**config.mk**
```make
export PLATFORM = sky130hd
export DESIGN_NAME = branch_predictor
export DESIGN_NICKNAME = d
export VERILOG_FILES = /design/src/rtl/brp_pkg.sv /design/src/rtl/br_resolve.sv /design/src/rtl/branch_predictor.sv
export SDC_FILE = /design/constraint.sdc
export NUM_CORES = 1
export LEC_CHECK = 0
export BUFFER_PORTS_ARGS = -buffer_cell sky130_fd_sc_hd__buf_2
export CORE_MARGIN = 2
export CORE_UTILIZATION = 45
export DETAILED_ROUTE_END_ITERATION = 12
export PLACE_DENSITY = 0.78
export SYNTH_ARGS = -nofsm -noshare
export SYNTH_HDL_FRONTEND = slang
export SYNTH_SLANG_ARGS = --single-unit
```
**constraint.sdc**
```tcl
create_clock -name i_clk -period 6.5 [get_ports i_clk]
set_input_delay 0.65 -clock i_clk [delete_from_list [all_inputs] [get_ports i_clk]]
set_output_delay 0.65 -clock i_clk [all_outputs]
set_load 0.02 [all_outputs]
```
**src/rtl/brp_pkg.sv**
```systemverilog
// Shared definitions for the branch predictor slice.
//   - IDX_W_DEF   : default table index width
//   - cnt_state_e : two-bit saturating counter states SNT/WNT/WT/ST
//   - F3_*        : conditional branch funct3 encodings (BEQ..BGEU)
//   - cnt_next()  : counter transition for one resolved branch
package brp_pkg;

  localparam int IDX_W_DEF = 6;

  typedef enum logic [1:0] {
    SNT = 2'b00,
    WNT = 2'b01,
    WT  = 2'b10,
    ST  = 2'b11
  } cnt_state_e;

  localparam logic [2:0] F3_BEQ  = 3'b000;
  localparam logic [2:0] F3_BNE  = 3'b001;
  localparam logic [2:0] F3_BLT  = 3'b100;
  localparam logic [2:0] F3_BGE  = 3'b101;
  localparam logic [2:0] F3_BLTU = 3'b110;
  localparam logic [2:0] F3_BGEU = 3'b111;

  // Taken moves toward ST, not-taken toward SNT; both ends saturate.
  function automatic cnt_state_e cnt_next(input cnt_state_e cur, input logic taken);
    cnt_state_e nxt;
    nxt = cur;
    case (cur)
      SNT:     nxt = taken ? WNT : SNT;
      WNT:     nxt = taken ? WT  : SNT;
      WT:      nxt = taken ? ST  : WNT;
      ST:      nxt = taken ? ST  : WT;
      default: nxt = cur;
    endcase
    return nxt;
  endfunction

endpackage

```
**src/rtl/br_resolve.sv**
```systemverilog
// Combinational branch resolution.
// Ports:
//   i_upd_valid   : a resolved branch is presented
//   i_funct3      : branch funct3
//   i_pred_taken  : direction that was predicted
//   i_less/i_equal: comparator flags
//   o_br_un       : comparator mode (0 signed, 1 unsigned) = funct3[1]
//   o_taken       : resolved direction (0 for illegal funct3)
//   o_legal       : funct3 is one of the six conditional branches
//   o_mispredict  : valid, legal and direction differs from prediction
module br_resolve
  import brp_pkg::*;
(
  input  logic       i_upd_valid,
  input  logic [2:0] i_funct3,
  input  logic       i_pred_taken,
  input  logic       i_less,
  input  logic       i_equal,
  output logic       o_br_un,
  output logic       o_taken,
  output logic       o_legal,
  output logic       o_mispredict
);

  always_comb begin
    // NOTE: every output of this block gets a default first so no path leaves it unassigned (no latch).
    o_taken = 1'b0;
    o_legal = 1'b1;
    case (i_funct3)
      F3_BEQ:  o_taken = i_equal;
      F3_BNE:  o_taken = ~i_equal;
      F3_BLT:  o_taken = i_less;
      F3_BGE:  o_taken = ~i_less;
      F3_BLTU: o_taken = i_less;
      F3_BGEU: o_taken = ~i_less;
      default: o_legal = 1'b0;
    endcase
  end

  assign o_br_un      = i_funct3[1];
  assign o_mispredict = i_upd_valid & o_legal & (o_taken != i_pred_taken);

endmodule

```
**src/rtl/branch_predictor.sv**
```systemverilog
// Bimodal branch predictor: 2^IDX_W two-bit saturating counters indexed by
// pc[IDX_W+1:2]. One registered lookup and one update per cycle; a lookup
// colliding with an update in the same cycle sees the pre-update counter.
// Ports:
//   i_clk, i_rst_n                      : clock, async active-low reset
//   i_pred_valid, i_pred_pc             : lookup request
//   o_pred_valid, o_pred_taken          : registered prediction (latency 1)
//   i_upd_valid, i_upd_pc, i_upd_funct3 : resolved branch
//   i_upd_pred_taken, i_br_less/equal   : predicted direction, comparator flags
//   o_br_un, o_upd_taken, o_mispredict  : combinational resolution
//   o_br_cnt, o_miss_cnt                : performance counters
// Configuration: define BRP_PERF_EN to build the performance counters;
// otherwise they read as zero and no counter registers exist.
module branch_predictor
  import brp_pkg::*;
#(
  parameter int         IDX_W    = IDX_W_DEF,
  parameter logic [1:0] CNT_INIT = 2'b01
) (
  input  logic        i_clk,
  input  logic        i_rst_n,
  input  logic        i_pred_valid,
  input  logic [31:0] i_pred_pc,
  output logic        o_pred_valid,
  output logic        o_pred_taken,
  input  logic        i_upd_valid,
  input  logic [31:0] i_upd_pc,
  input  logic [2:0]  i_upd_funct3,
  input  logic        i_upd_pred_taken,
  input  logic        i_br_less,
  input  logic        i_br_equal,
  output logic        o_br_un,
  output logic        o_upd_taken,
  output logic        o_mispredict,
  output logic [31:0] o_br_cnt,
  output logic [31:0] o_miss_cnt
);

  localparam int DEPTH = 1 << IDX_W;

  logic [IDX_W-1:0] pred_idx;
  logic [IDX_W-1:0] upd_idx;
  logic             upd_legal;
  logic             upd_en;

  cnt_state_e table_q [DEPTH];
  cnt_state_e table_d [DEPTH];
  logic       pred_valid_q, pred_valid_d;
  logic       pred_taken_q, pred_taken_d;

  // Byte offset and high PC bits do not take part in indexing.
  logic unused_pc_bits;
  assign unused_pc_bits = ^{i_pred_pc[31:IDX_W+2], i_pred_pc[1:0],
                            i_upd_pc[31:IDX_W+2], i_upd_pc[1:0]};

  assign pred_idx = i_pred_pc[IDX_W+1:2];
  assign upd_idx  = i_upd_pc[IDX_W+1:2];

  br_resolve u_resolve (
    .i_upd_valid  (i_upd_valid),
    .i_funct3     (i_upd_funct3),
    .i_pred_taken (i_upd_pred_taken),
    .i_less       (i_br_less),
    .i_equal      (i_br_equal),
    .o_br_un      (o_br_un),
    .o_taken      (o_upd_taken),
    .o_legal      (upd_legal),
    .o_mispredict (o_mispredict)
  );

  // Illegal funct3 leaves the table untouched.
  assign upd_en = i_upd_valid & upd_legal;

  always_comb begin
    table_d = table_q;
    if (upd_en) table_d[upd_idx] = cnt_next(table_q[upd_idx], o_upd_taken);
  end

  // Reading table_q (not table_d) gives read-before-write on a collision.
  always_comb begin
    pred_valid_d = i_pred_valid;
    pred_taken_d = i_pred_valid & (table_q[pred_idx] inside {WT, ST});
  end

  // NOTE: the counter table is reset in full because every entry must start at CNT_INIT; a reset-less RAM is not an option here.
  always_ff @(posedge i_clk or negedge i_rst_n) begin
    if (!i_rst_n) begin
      for (int i = 0; i < DEPTH; i++) table_q[i] <= cnt_state_e'(CNT_INIT);
      pred_valid_q <= 1'b0;
      pred_taken_q <= 1'b0;
    end else begin
      // NOTE: state uses non-blocking assignment so every flop samples pre-edge values.
      table_q      <= table_d;
      pred_valid_q <= pred_valid_d;
      pred_taken_q <= pred_taken_d;
    end
  end

  assign o_pred_valid = pred_valid_q;
  assign o_pred_taken = pred_taken_q;

`ifdef BRP_PERF_EN
  logic [31:0] br_cnt_q, br_cnt_d;
  logic [31:0] miss_cnt_q, miss_cnt_d;

  // Both counters wrap naturally at 32 bits.
  always_comb begin
    br_cnt_d   = br_cnt_q + {31'd0, upd_en};
    miss_cnt_d = miss_cnt_q + {31'd0, o_mispredict};
  end

  always_ff @(posedge i_clk or negedge i_rst_n) begin
    if (!i_rst_n) begin
      br_cnt_q   <= '0;
      miss_cnt_q <= '0;
    end else begin
      br_cnt_q   <= br_cnt_d;
      miss_cnt_q <= miss_cnt_d;
    end
  end

  assign o_br_cnt   = br_cnt_q;
  assign o_miss_cnt = miss_cnt_q;
`else
  assign o_br_cnt   = '0;
  assign o_miss_cnt = '0;
`endif

endmodule
```
# ---- Word-level counts from Yosys, hierarchy flattened
# Index checks and enable logic that the tools add are counted.
dict set report totals {
  regBits 130
  input_bits 74
  output_inout_bits 69
  word_cells 111
}
dict set report op_classes {
  n_lt_le_gt_ge 3
  eq_ne 11
  mux 17
  bitwise_logic 7
  n_reduce_logical 7
}
# op count
set op_table {}
lappend op_table {{128-bit bitwise mux} 1}
lappend op_table {{2-bit binary-select mux with 6-bit select} 2}
lappend op_table {{2-bit two-way mux} 8}
lappend op_table {{7-bit >= comparator, second input constant} 2}
lappend op_table {{6-bit NOT with 7-bit output} 2}
lappend op_table {{2-bit demux with 6-bit select} 1}
lappend op_table {{3-bit == test, second input constant} 4}
lappend op_table {{2-bit == test, second input constant} 4}
lappend op_table {{2-bit one-hot mux with 4 select lines} 1}
lappend op_table {{7-bit by 1-bit less-than comparator with 1-bit output, second input constant} 1}
lappend op_table {{6-bit OR reduction} 1}
lappend op_table {{1-bit one-hot mux with 4 select lines} 1}
lappend op_table {{2-bit OR reduction} 2}
lappend op_table {{1-bit bitwise AND} 3}
lappend op_table {{3-bit by 1-bit == test with 1-bit output, second input constant} 1}
lappend op_table {{3-bit zero test} 1}
lappend op_table {{1-bit two-way mux} 3}
lappend op_table {{2-bit by 1-bit == test with 1-bit output, second input constant} 1}
lappend op_table {{2-bit zero test} 1}
lappend op_table {{1-bit NOT} 2}
lappend op_table {{2-bit nonzero test} 1}
lappend op_table {{1-bit logical AND} 1}
lappend op_table {{1-bit inequality test} 1}

# ---- Depth between registers and ports, before layout
# Gate-level depths: netlist of the first run.
dict set report depth {
  depth_word 8
  ltp_mapped 11
  ltp_nobuf 6
}

# ---- Modules after synthesis
# A second synthesis of the first run with hierarchy kept.
dict set report unflattened {
  hier_cells 734
  area_unflattened_um2 7209.4
}
# mod n_inst cells_each area_each_um2 seq_area_each_um2
set by_module_without_submodules {}
lappend by_module_without_submodules {branch_predictor 1 725 7145.6 3333.2}
lappend by_module_without_submodules {br_resolve 1 9 63.8 0.0}

# ---- Least setup slack after synthesis of the first run
# No wires, ideal clock.
dict set report synth_path {
  path_type {input to register}
  startpoint {input i_pred_pc[2]}
  endpoint {register pred_taken_q (netlist: o_pred_taken)}
  setup_ps 119
  arrival_ps 3192
  required_ps 6381
  slack_ps 3189
  stages 6
  n_path_buf 2
  cell_sequence {clkbuf_1 buf_1 mux4_2 mux4_2 mux4_2 and2_1}
}
dict set report synth_via {
  elab_chain_cells 7
  elab_cells_between_ends 8
  classes_between {2 x eq/ne; 3 x mux; 2 x bitwise; 1 x reduce/logical}
}
# item line
set synth_rtl {}
lappend synth_rtl {{start, declared} branch_predictor.sv:23} ;# input logic [31:0] i_pred_pc,
lappend synth_rtl {{6-bit NOT with 7-bit output (implied by the code) *} branch_predictor.sv:82} ;# pred_taken_d = i_pred_valid & (table_q[pred_idx] inside {WT, ST});
lappend synth_rtl {{2-bit binary-select mux with 6-bit select *} branch_predictor.sv:82}
lappend synth_rtl {{2-bit two-way mux (implied by the code) * (2 in series)} branch_predictor.sv:82}
lappend synth_rtl {{2-bit == test} branch_predictor.sv:82}
lappend synth_rtl {{2-bit nonzero test *} branch_predictor.sv:82}
lappend synth_rtl {{1-bit bitwise AND *} branch_predictor.sv:82}
lappend synth_rtl {{named net pred_taken_d} branch_predictor.sv:49} ;# logic pred_taken_q, pred_taken_d;
lappend synth_rtl {{end signal, assigned} branch_predictor.sv:95} ;# pred_taken_q <= pred_taken_d;
lappend synth_rtl {{end, declared} branch_predictor.sv:49}
# Mark *: on every way through the listed nets, which the timed path passes. The rest lies on a longest branch. The select of a mux whose other input is x is not followed.
# A chain may end at the register's enable or synchronous reset.

# ---- Worst setup path after layout of the first run
dict set report layout_path {
  startpoint {input i_upd_pc[2]}
  endpoint {register table_q[124] in the netlist's numbering}
}
dict set report layout_via {
  elab_chain_cells 8
  elab_cells_between_ends 16
  classes_between {2 x order compare; 3 x eq/ne; 8 x mux; 1 x bitwise; 2 x reduce/logical}
}
# item line
set layout_rtl {}
lappend layout_rtl {{start, declared} branch_predictor.sv:27} ;# input logic [31:0] i_upd_pc,
lappend layout_rtl {{6-bit NOT with 7-bit output (implied by the code) *} branch_predictor.sv:76} ;# if (upd_en) table_d[upd_idx] = cnt_next(table_q[upd_idx], o_upd_taken);
lappend layout_rtl {{2-bit binary-select mux with 6-bit select} branch_predictor.sv:76}
lappend layout_rtl {{2-bit two-way mux (implied by the code) (2 in series)} branch_predictor.sv:76}
lappend layout_rtl {{2-bit == test (tied with other cells)} brp_pkg.sv:28} ;# case (cur)
lappend layout_rtl {{2-bit one-hot mux with 4 select lines} brp_pkg.sv:28}
lappend layout_rtl {{2-bit two-way mux} branch_predictor.sv:76}
lappend layout_rtl {{128-bit bitwise mux *} branch_predictor.sv:76}
lappend layout_rtl {{end signal, assigned} branch_predictor.sv:93} ;# table_q <= table_d;
lappend layout_rtl {{end, declared} branch_predictor.sv:46} ;# cnt_state_e table_q [DEPTH];
# Every way passes the cells marked *; elsewhere a longest branch is shown, timed or not. The select of a mux whose other input is x is not followed.

==> results of run 1 <==
==> cell usage in the layout (no fill, tap or decap), drive strengths merged, types with 6 or more instances in the layout <==
master,instances
nor2,180
a21oi,112
dfrtp,66
conb,64
dfstp,64
mux4,53
buf,31
clkbuf,24
inv,19
mux2i,18
nand2,8
a32oi,7
a22oi,6
==> sequential cells by signal (all words and copies together) (netlist names) <==
name	count
table_q	128
o_pred_taken	1
o_pred_valid	1
==> worst min-delay path by stage <==
stage	start	to	slack (ps)	cells past startpoint
after floorplan	i_rst_n	o_pred_taken	350	0
after global placement	table_q[30]	table_q[30]	450	2
after detailed placement	table_q[62]	table_q[62]	450	2
after CTS	i_pred_valid	o_pred_valid	340	1
after global routing	i_pred_valid	o_pred_valid	350	1
final	i_rst_n	table_q[97]	330	1
==> cells by family (layout without fill, tap and decap cells) <==
kind of cell | after synthesis | after routing | share of synthesized area [%]
buf+inv | 121 | 82 | 10.6
other cells | 1 | 64 | 0.0484
mux | 71 | 71 | 18.3
compound gates | 129 | 129 | 14.8
flops | 130 | 130 | 43.1
fa+ha+maj | 2 | 2 | 0.275
xor+xnor | 3 | 3 | 0.339
simple gates | 225 | 225 | 12.6
==> power by group through the flow <==
stage                     logic (W)  registers, W  clock network, W
final                      0.000616       0.00111          0.000909
after CTS                  0.000615       0.00111          0.000915
after detailed placement   0.000612       0.00112                 0
after global placement     0.000594       0.00111                 0
after floorplan            0.000552       0.00108                 0
after global routing       0.000667       0.00113          0.000954
==> final cells by class <==
cell class	instances	area (um^2)
Clock buffer	24	482
Clock inverter	8	78.8
Fill cell	1438	8460
Inverter	19	71.3
Multi-Input combinational cell	494	3830
Sequential cell	130	3330
Tap cell	220	275
Timing Repair Buffer	31	170
==> Yosys cell counts (7+ instances only) <==
cell	number	share of area (%)
dfrtp_1	66	21
mux4_1	11	3.7
buf_2	11	0.71
a21oi_1	72	4.7
mux2i_1	18	2.3
clkbuf_1	11	0.53
mux4_2	42	12
nand2_1	8	0.39
a21oi_4	40	8.4
buf_4	65	6.3
nor2_1	180	8.7
inv_1	19	0.92
dfstp_2	64	22
a32oi_1	7	0.79
==> routing by layer <==
layer / vias up / wire length, um / track usage (%)
li1: 2310 / - / -
met3: 44 / 1680 / 5.87
met1: 2648 / 7080 / 27.6
met5: - / 0 / 0
met4: 0 / 531 / 7.58
met2: 315 / 8560 / 32.6
==> stage by stage <==
step / util [%] / cells / power (W)
finish: 49.3 / 926 / 0.00264
global route: 49.3 / 926 / 0.00275
CTS: 49.3 / 926 / 0.00264
detailed placement: 46.0 / 894 / 0.00173
global placement: 46.0 / 894 / 0.00170
floorplan: - / 745 / 0.00163
==> impl_results.md, run 1 <==
- Status: completed
- NetSw: a little over 0.0008 W
- DR vias: 5,317
- Post-synth top flop: dfrtp_1
- Clk_lat worst skew: between 400 and 500 ps
- Antenna Diode Count: 0
- Final Max Tran Viols: 0
- Pre-CTS setup slack: roughly 1800 ps
- TritonCTS Buffers: 17
- Vias in the first global route: ~5,300
- Synth warnings: 0
- Total grt overflow: 0
- Total GRT Usage: 20.7%
- Post-CTS sizing: 0
- Mapped Area: just under 0.008 mm^2
- CTS tree: done
- Ys async rst share: 100%
- Initial Utilization: between 40 and 50%
- Critical Path Fanout Max: 52
- Drt first pass iters: 5
- Final setup violation count: 0
- Family with the most delay on the worst path: buffers and inverters
- Placed wire-length estimate: about 12,000 um
- Crit end category: flip-flop
- Post-synth cell types: 45
- Post-Route WL: about 18,000 um
- Slew HR: about 23%
- Share of cells above drive strength 1: between 20 and 30%
- Avg WL per Cell: 19.3 um
- Initial drt markers: between 600 and 700
- Critical path depth in cells: 9
- Critical path arrival: 4650 ps
- Post-CTS setup buffers: 0
- CP Class: in2reg
- Die X: between 100 and 150 um
- # IOs: 143
- Placement Cell Area: around 0.0077 mm^2
- CTS hold repair buffers: 0
- Syn avg cell area: 11.4 um^2
- Endpoints failing hold: 0
- Pin count of the biggest net entering global routing: between 60 and 70
- Clk_skew: approximately 9.4 ps
- Slew of the pin with the lowest slew margin: around 1200 ps
- Final hold slack: about 330 ps
- Power Density: approximately 320 mW/mm^2
- Core Region: 0.0167 mm^2
- Clk pwr share: between 30% and 40%
- Crit path top cell by count: buf_4
- Global-route wire length before repair: around 29,000 um
- Die Span Y: 135 um
- Reg power frac: 42.2%
- Final Instance Area: ~0.008 mm^2
- GP Congestion: 0.828
- Min-Delay Path Class: in2async
- Seq/Total Area, Yosys: a little over two fifths
- Number of port buffers: 26
- Synthesized flop and latch total: 130
- Unrepaired setup endpoints after global routing: false
- Leak: 3.32 nW
- Reg2reg setup slack: 2940 ps
- EDFF count, synth: 0
- # H-tree levels: 4
- CP startpoint: i_upd_pc[2]
- Antenna violations before repair: 0
- CP Launch Type: input pin
- Clock root cell: clkbuf_16
- CP max stage cell: maj3_4
- Reg clk slew, reported paths: 60 ps
- R2R cell count: 7
- Via density: 5.74
- WP buf/inv: 3
- Max-cap violation count: 0
- Pint: 0.00182 W
- Worst r2r src: table_q[41]
- Site row count: 47
- Maximum vdd drop: 0.252 mV
- Final min period: 4320 ps
- Worst setup endpoint: table_q[124]
- Final worst slack: 2180 ps
- Reg2reg end: table_q[124]
- Net Sw Frac: 31.1%
- DRC viols: 0
- Cell Chain, Critical Path: buf_2 -> buf_4 -> mux4_2 -> a32oi_1 -> nand4_1 -> nor4_1 -> maj3_4 -> buf_4 -> mux2i_1
- Largest stage delay, worst path: 1060 ps
- Layout area overhead: 6.38%
- DIE AREA: approximately 0.018 mm^2
- Sum Neg Setup Slack: 0 ps
- Share of power burned in combinational logic: roughly a quarter
- Nets: about 770
- Clock Tree Buf Depth: 2
- F_max: 231 MHz
- Synthesized instance count: ~680
- Worst path required time: between 6000 and 7000 ps
- DRT antenna net count: 0
- Clock sink count: between 100 and 150
- Period utilisation layout: about two thirds
No activity file was read; power rests on OpenSTA's default activity.
==> run 2: changes to the inputs <==
--- a/config.mk
+++ b/config.mk
@@ -5,11 +5,12 @@
 export SDC_FILE = /design/constraint.sdc
 export NUM_CORES = 1
 export LEC_CHECK = 0
+export ABC_AREA = 1
 export BUFFER_PORTS_ARGS = -buffer_cell sky130_fd_sc_hd__buf_2
 export CORE_MARGIN = 2
 export CORE_UTILIZATION = 45
 export DETAILED_ROUTE_END_ITERATION = 12
-export PLACE_DENSITY = 0.78
+export PLACE_DENSITY = 0.77
 export SYNTH_ARGS = -nofsm -noshare
 export SYNTH_HDL_FRONTEND = slang
 export SYNTH_SLANG_ARGS = --single-unit
==> constraint.sdc (replaced) <==
create_clock -name i_clk -period 4.25 [get_ports i_clk]
set_input_delay 0.425 -clock i_clk [delete_from_list [all_inputs] [get_ports i_clk]]
set_output_delay 0.425 -clock i_clk [all_outputs]
set_load 0.02 [all_outputs]
==> impl_results.md, run 2 <==
- FILL cells: 1,770 (was 1,438)
- Mapped Area: 0.00840 mm^2 (was 0.00774 mm^2)
- DRC viols: 0 (unchanged)
- Clk_skew: 7.81 ps (was 9.44 ps)
- R2R cell count: 13 (was 7)
- Share of cells above drive strength 1: 10.5% (was 29.6%)
- Placed wire-length estimate: 13,900 um (was 11,600 um)
- Critical path arrival: 3120 ps (was 4650 ps)
- Clk_lat worst skew: 430 ps (was 420 ps)
- Initial Utilization: 46.3% (was 46.4%)
- Total grt overflow: 0 (unchanged)
- Hold path depth: 1
- Commonest cells after routing, fill and taps aside: nand2_1 (492), inv_1 (193), nand3_1 (145) (was nor2_1 (180), a21oi_1 (72), dfrtp_1 (66))
- Final min period: about 2800 ps
- Clock sink count: 130 (unchanged)
- Post-Route WL: 22,400 um (was 17,900 um)
- Hold path start: i_pred_valid
- CTS hold repair buffers: 0 (unchanged)
- Final hold slack: 114 ps (was 330 ps)
- Clock root cell: clkbuf_16 (unchanged)
- CTS tree: done (unchanged)
- EDFF count, synth: 0 (unchanged)
- Post-CTS setup buffers: 0 (unchanged)
- Layout area overhead: 7.61% (was 6.38%)
- F_max: between 300 and 400 MHz
- Post-CTS sizing: 0 (unchanged)
- Nets: 1,376 (was 767)
- Critical Path Fanout Max: 75 (was 52)
- Reg2reg setup slack: 1860 ps (was 2940 ps)
- Core Region: 0.0181 mm^2 (was 0.0167 mm^2)
- DIE AREA: 0.0198 mm^2 (was 0.0183 mm^2)
- TritonCTS Buffers: 17 (unchanged)
- Most common cell in the synthesized netlist: nand2_1 (was nor2_1)
- Slew of the pin with the lowest slew margin: 865 ps (was 1160 ps)
- Die X: 141 um (was 135 um)
- Final Instance Area: 0.00904 mm^2 (was 0.00824 mm^2)
- Storage element area: 0.00333 mm^2 (unchanged)
- Antenna Diode Count: 0 (unchanged)
- Clock Tree Buf Depth: 2 (unchanged)
- Endpoints failing hold: 0 (unchanged)
- Seq/Total Area, Yosys: 39.7% (was 43.1%)
- Via density: 5.10 (was 5.74)
- Number of port buffers: 26 (unchanged)
- Crit end category: flip-flop (unchanged)
- CP Launch Type: input pin (unchanged)
- Placement Cell Area: 0.00846 mm^2 (was 0.00768 mm^2)
- Antenna violations before repair: 0 (unchanged)
- DR vias: 7,873 (was 5,317)
- Slew HR: 42.4% (was 22.7%)
- Maximum vdd drop: 0.301 mV (was 0.252 mV)
- Ys async rst share: 100% (unchanged)
- Most area-hungry cell type in the Yosys netlist: nand2_1 (was dfstp_2)
- Total power draw: 0.00357 W (was 0.00264 W)
- Commonest non-fill, non-tap cell in the layout: nand2_1 (was nor2_1)
- Final setup violation count: 0 (unchanged)
- Worst Hold End: o_pred_valid
- Reg2reg end: table_q[117] (was table_q[124])
- Post-synth top area share: 22.0% (was 21.7%)
- Top cells by count, synth: nand2_1 (492), inv_1 (193), nand3_1 (145) (was nor2_1 (180), a21oi_1 (72), dfrtp_1 (66))
- Synth warnings: 0 (unchanged)
- Worst r2r src: table_q[5] (was table_q[41])
- Site row count: 49 (was 47)
- Initial drt markers: 854 (was 678)
- Sum Neg Setup Slack: 0 ps (unchanged)
- CP Class: in2reg (unchanged)
- Biggest register: table_q (unchanged)
- Post-synth cell types: 28 (was 45)
- DRT antenna net count: 0 (unchanged)
- # H-tree levels: 4 (unchanged)
- Period utilisation layout: roughly two thirds
- Post-synth top flop: dfrtp_1 (unchanged)
- Vias in the first global route: 7,346 (was 5,303)
- Top cells by area, synth: nand2_1 (22%), dfstp_2 (20%), dfrtp_1 (20%) (was dfstp_2 (22%), dfrtp_1 (21%), mux4_2 (12%))
- Synthesized flop and latch total: 130 (unchanged)
- Final core utilization: 49.8% (was 49.3%)
- Worst path required time: 4550 ps (was 6830 ps)
- Die Span Y: 141 um (was 135 um)
- Unrepaired setup endpoints after global routing: false (unchanged)
- Syn avg cell area: 6.49 um^2 (was 11.4 um^2)
- Pin count of the biggest net entering global routing: 131 (was 68)
- Synthesized instance count: 1,294 (was 682)
- Power Density: 395 mW/mm^2 (was 320 mW/mm^2)
- Leak: 4.61 nW (was 3.32 nW)
- Max-cap violation count: 0 (unchanged)
- Total GRT Usage: 23.6% (was 20.7%)
- GP Congestion: 0.870 (was 0.828)
- Final Max Tran Viols: 0 (unchanged)
- Multi-input gate area: 0.00381 mm^2 (was 0.00383 mm^2)
- Status: completed (unchanged)
- Global-route wire length before repair: 36,600 um (was 28,600 um)
- Drt first pass iters: 5 (unchanged)
- Min-Delay Path Class: in2reg (was in2async)
- Largest register FFs: 128 (unchanged)
- Reg clk slew, reported paths: 60 ps (about the same)
- Avg WL per Cell: 14.5 um (was 19.3 um)
- # IOs: 143 (unchanged)
[run 2: cell types whose count changed after synthesis, sizes merged, moves of 18 or more]
cell / change
mux2i: -18
a21oi: -81
mux4: -53
inv: +177
nand2: +488
o21ai: +55
nor2: -80
nand3: +142
[run 2: per-layer routing]
metal	wire length [um]	part of all wire, %	global-route usage (%)
met1	9390	42	31.1
met2	10300	46	37.4
met4	743	3.3	12.0
met5	0	0	0
met3	1990	8.9	4.42
[run 2: worst max-delay path by stage]
stage	start	endpoint	slack (ps)	cells past startpoint
2_1_floorplan	i_upd_pc[2]	table_q[49]	2340	14
3_3_place_gp	i_upd_pc[2]	table_q[14]	1150	15
3_5_place_dp	i_upd_pc[2]	table_q[62]	1130	15
4_1_cts	i_upd_pc[2]	table_q[117]	1530	14
5_1_grt	i_upd_pc[2]	table_q[122]	1180	15
6_report	i_upd_pc[2]	table_q[117]	1440	14
[run 2: final cells by class]
class,count,share of cell area (%)
Inverter,203,8.43
Clock inverter,5,0.554
Timing Repair Buffer,36,2.99
Tap cell,229,3.17
Sequential cell,130,36.9
Multi-Input combinational cell,914,42.2
Clock buffer,27,5.79
[run 2: stage by stage]
stage | instances | setup slack, ps
floorplan | 1357 | 2340
global placement | 1512 | 1150
detailed placement | 1512 | 1130
CTS | 1544 | 1530
global route | 1544 | 1180
finish | 1544 | 1440
[run 2: where the power goes]
group / switching (W) / internal (W) / total, W
clock network: 0.000530 / 0.000894 / 0.00142
registers: 0.0000742 / 0.00142 / 0.00150
logic: 0.000470 / 0.000180 / 0.000649
total: 0.00107 / 0.00250 / 0.00357
[run 2: cells by family after synthesis]
group                  Yosys count  share of synthesized area [%]
AO/OA/AOI/OAI                   93                           5.74
flip-flops                     130                           39.7
XOR/XNOR                         1                          0.104
AND/OR/NAND/NOR                756                           36.7
buffers and inverters          313                           17.7
other                            1                         0.0447
[run 2: worst max-delay path, cell delays in order]
cell and delay, ps:
buf_2 90, buf_4 630, nand2_1 130, nand3_1 120, nand2_1 70, o21ai_1 210, nand2_1 80, nor2_1 180
nand2_2 100, nand2_1 100, nand2_2 360, buf_12 360, nand3_1 100, nand2_1 60
==> run 3: changes to the inputs <==
==> constraint.sdc (replaced) <==
create_clock -name i_clk -period 2.9 [get_ports i_clk]
set_input_delay 0.29 -clock i_clk [delete_from_list [all_inputs] [get_ports i_clk]]
set_output_delay 0.29 -clock i_clk [all_outputs]
set_load 0.02 [all_outputs]
==> impl_results.md, run 3 (synthesized netlist as in run 2, its figures left out) <==
- Core Region: 0.0181 mm^2 (unchanged)
- Critical path arrival: 2530 ps (was 3120 ps)
- Total power draw: 0.00526 W (was 0.00357 W)
- Clock sink count: 130 (unchanged)
- Crit end category: flip-flop (unchanged)
- Power Density: 578 mW/mm^2 (was 395 mW/mm^2)
- Biggest register: table_q (unchanged)
- Initial drt markers: 904 (was 854)
- DR vias: 7,949 (was 7,873)
- CP Class: in2reg (unchanged)
- Leak: 4.65 nW (was 4.61 nW)
- Final min period: roughly 2200 ps
- Failing checks: hold timing
- Global-route wire length before repair: 36,900 um (was 36,600 um)
- Die X: 141 um (unchanged)
- Max-cap violation count: 0 (unchanged)
- Clk_skew: 9.23 ps (was 7.81 ps)
- Unrepaired setup endpoints after global routing: false (unchanged)
- Commonest cells after routing, fill and taps aside: nand2_1 (492), inv_1 (193), nand3_1 (145) (unchanged)
- Die Span Y: 141 um (unchanged)
- Clk_lat worst skew: 430 ps (about the same)
- Drt first pass iters: 6 (was 5)
- Initial Utilization: 46.3% (unchanged)
- Worst path required time: 3210 ps (was 4550 ps)
- Fin cells: 1,557 (was 1,544)
- Clock root cell: clkbuf_16 (unchanged)
- Avg WL per Cell: 14.9 um (was 14.5 um)
- DRT antenna net count: 0 (unchanged)
- R2R cell count: 13 (unchanged)
- Antenna violations before repair: 0 (unchanged)
- Critical Path Fanout Max: 36 (was 75)
- Share of cells above drive strength 1: 11.1% (was 10.5%)
- Final Max Tran Viols: 0 (unchanged)
- CTS tree: done (unchanged)
- Reg2reg end: table_q[115] (was table_q[117])
- Number of port buffers: 26 (unchanged)
- Clock Tree Buf Depth: 2 (unchanged)
- Total grt overflow: 0 (unchanged)
- DRC viols: 0 (unchanged)
- Status: complete, but fails checks (was completed)
- Site row count: 49 (unchanged)
- Endpoints failing hold: 18 (was 0)
- Reg2reg setup slack: 840 ps (was 1860 ps)
- Via density: 5.11 (was 5.10)
- DIE AREA: 0.0198 mm^2 (unchanged)
- Antenna Diode Count: 0 (unchanged)
- Commonest non-fill, non-tap cell in the layout: nand2_1 (unchanged)
- Pin count of the biggest net entering global routing: 131 (unchanged)
- Sum Neg Setup Slack: 0 ps (unchanged)
- Final setup violation count: 0 (unchanged)
- Layout area overhead: 8.49% (was 7.61%)
- Worst r2r src: table_q[13] (was table_q[5])
- DP Cell Count: 1,524 (was 1,512)
- CP Launch Type: input pin (unchanged)
- Final hold slack: -34.8 ps (was 114 ps)
- TritonCTS Buffers: 17 (unchanged)
- Vias in the first global route: 7,243 (was 7,346)
- Largest register FFs: 128 (unchanged)
- F_max: around 450 MHz
- # IOs: 143 (unchanged)
- Post-Route WL: 23,200 um (was 22,400 um)
- Slew HR: 48.2% (was 42.4%)
- # H-tree levels: 4 (unchanged)
- Reg clk slew, reported paths: 50 ps (was 60 ps)
- Period utilisation layout: 76.7%
- Nets: 1,389 (was 1,376)
- Maximum vdd drop: 0.495 mV (was 0.301 mV)
- Total GRT Usage: 24.0% (was 23.6%)
- Min-Delay Path Class: in2async (was in2reg)
- Slew of the pin with the lowest slew margin: 773 ps (was 865 ps)
- GP Congestion: 0.902 (was 0.870)
- Placed wire-length estimate: 14,400 um (was 13,900 um)
## run 3: worst max-delay path, cell delays in order
cell and delay (ps):
buf_2 280, buf_4 430, nand2_1 100, nand3_1 90, nand2_1 60, o21ai_1 220, nand2_1 100, nor2_1 200
nand2_2 110, inv_2 60, nand2_2 50, buf_4 280, nand3_1 150, nand2_1 70
## run 3: metrics by stage
step / worst slack (ps) / hold WS, ps / area (um^2) / utilization [%]
final: 677 / -34.8 / 9110 / 50.2
after global routing: 506 / 36.6 / 9110 / 50.2
after CTS: 734 / 11.6 / 9110 / 50.2
after detailed placement: 320 / 412 / 8540 / 47.1
after global placement: 378 / 411 / 8540 / 47.1
after floorplan: 1130 / -5.59 / 8630 / -
## run 3: final cells by class
class | instances | area [um^2]
Tap cell | 229 | 287
Clock buffer | 26 | 479
Timing Repair Buffer | 49 | 358
Fill cell | 1775 | 9040
Multi-Input combinational cell | 914 | 3810
Sequential cell | 130 | 3330
Inverter | 203 | 762
Clock inverter | 6 | 80.1
## run 3: per-layer routing
layer	track usage, %	routed length (um)	vias to the layer above
met4	11.2	878	0
met2	38.0	10400	376
li1	-	-	3840
met1	31.4	9680	3665
met3	5.54	2200	68
met5	0	0	-
## run 3: how the worst max path moves through the flow
| stage | startpoint | end | slack, ps | cells after the start |
|---|---|---|---|---|
| 2_1_floorplan | i_upd_pc[2] | table_q[49] | 1130 | 14 |
| 3_3_place_gp | i_upd_pc[2] | table_q[104] | 380 | 15 |
| 3_5_place_dp | i_upd_pc[2] | table_q[13] | 320 | 14 |
| 4_1_cts | i_upd_pc[2] | table_q[25] | 730 | 14 |
| 5_1_grt | i_upd_pc[2] | table_q[75] | 510 | 14 |
| 6_report | i_upd_pc[2] | table_q[115] | 680 | 14 |
## run 3: timing repair
| action | CTS | global route |
|---|---|---|
| setup buffers | 0 | 0 |
| resized for setup | 0 | 0 |
| hold buffers | 1 | 0 |
| endpoints found under the hold margin | 1 | 0 |
| setup endpoints to repair | 0 | 0 |
## run 3: power by group
group          internal (W)  total (W)  switching (W)
clock               0.00130    0.00210       0.000800
sequential          0.00209    0.00220       0.000111
combinational      0.000267   0.000961       0.000694
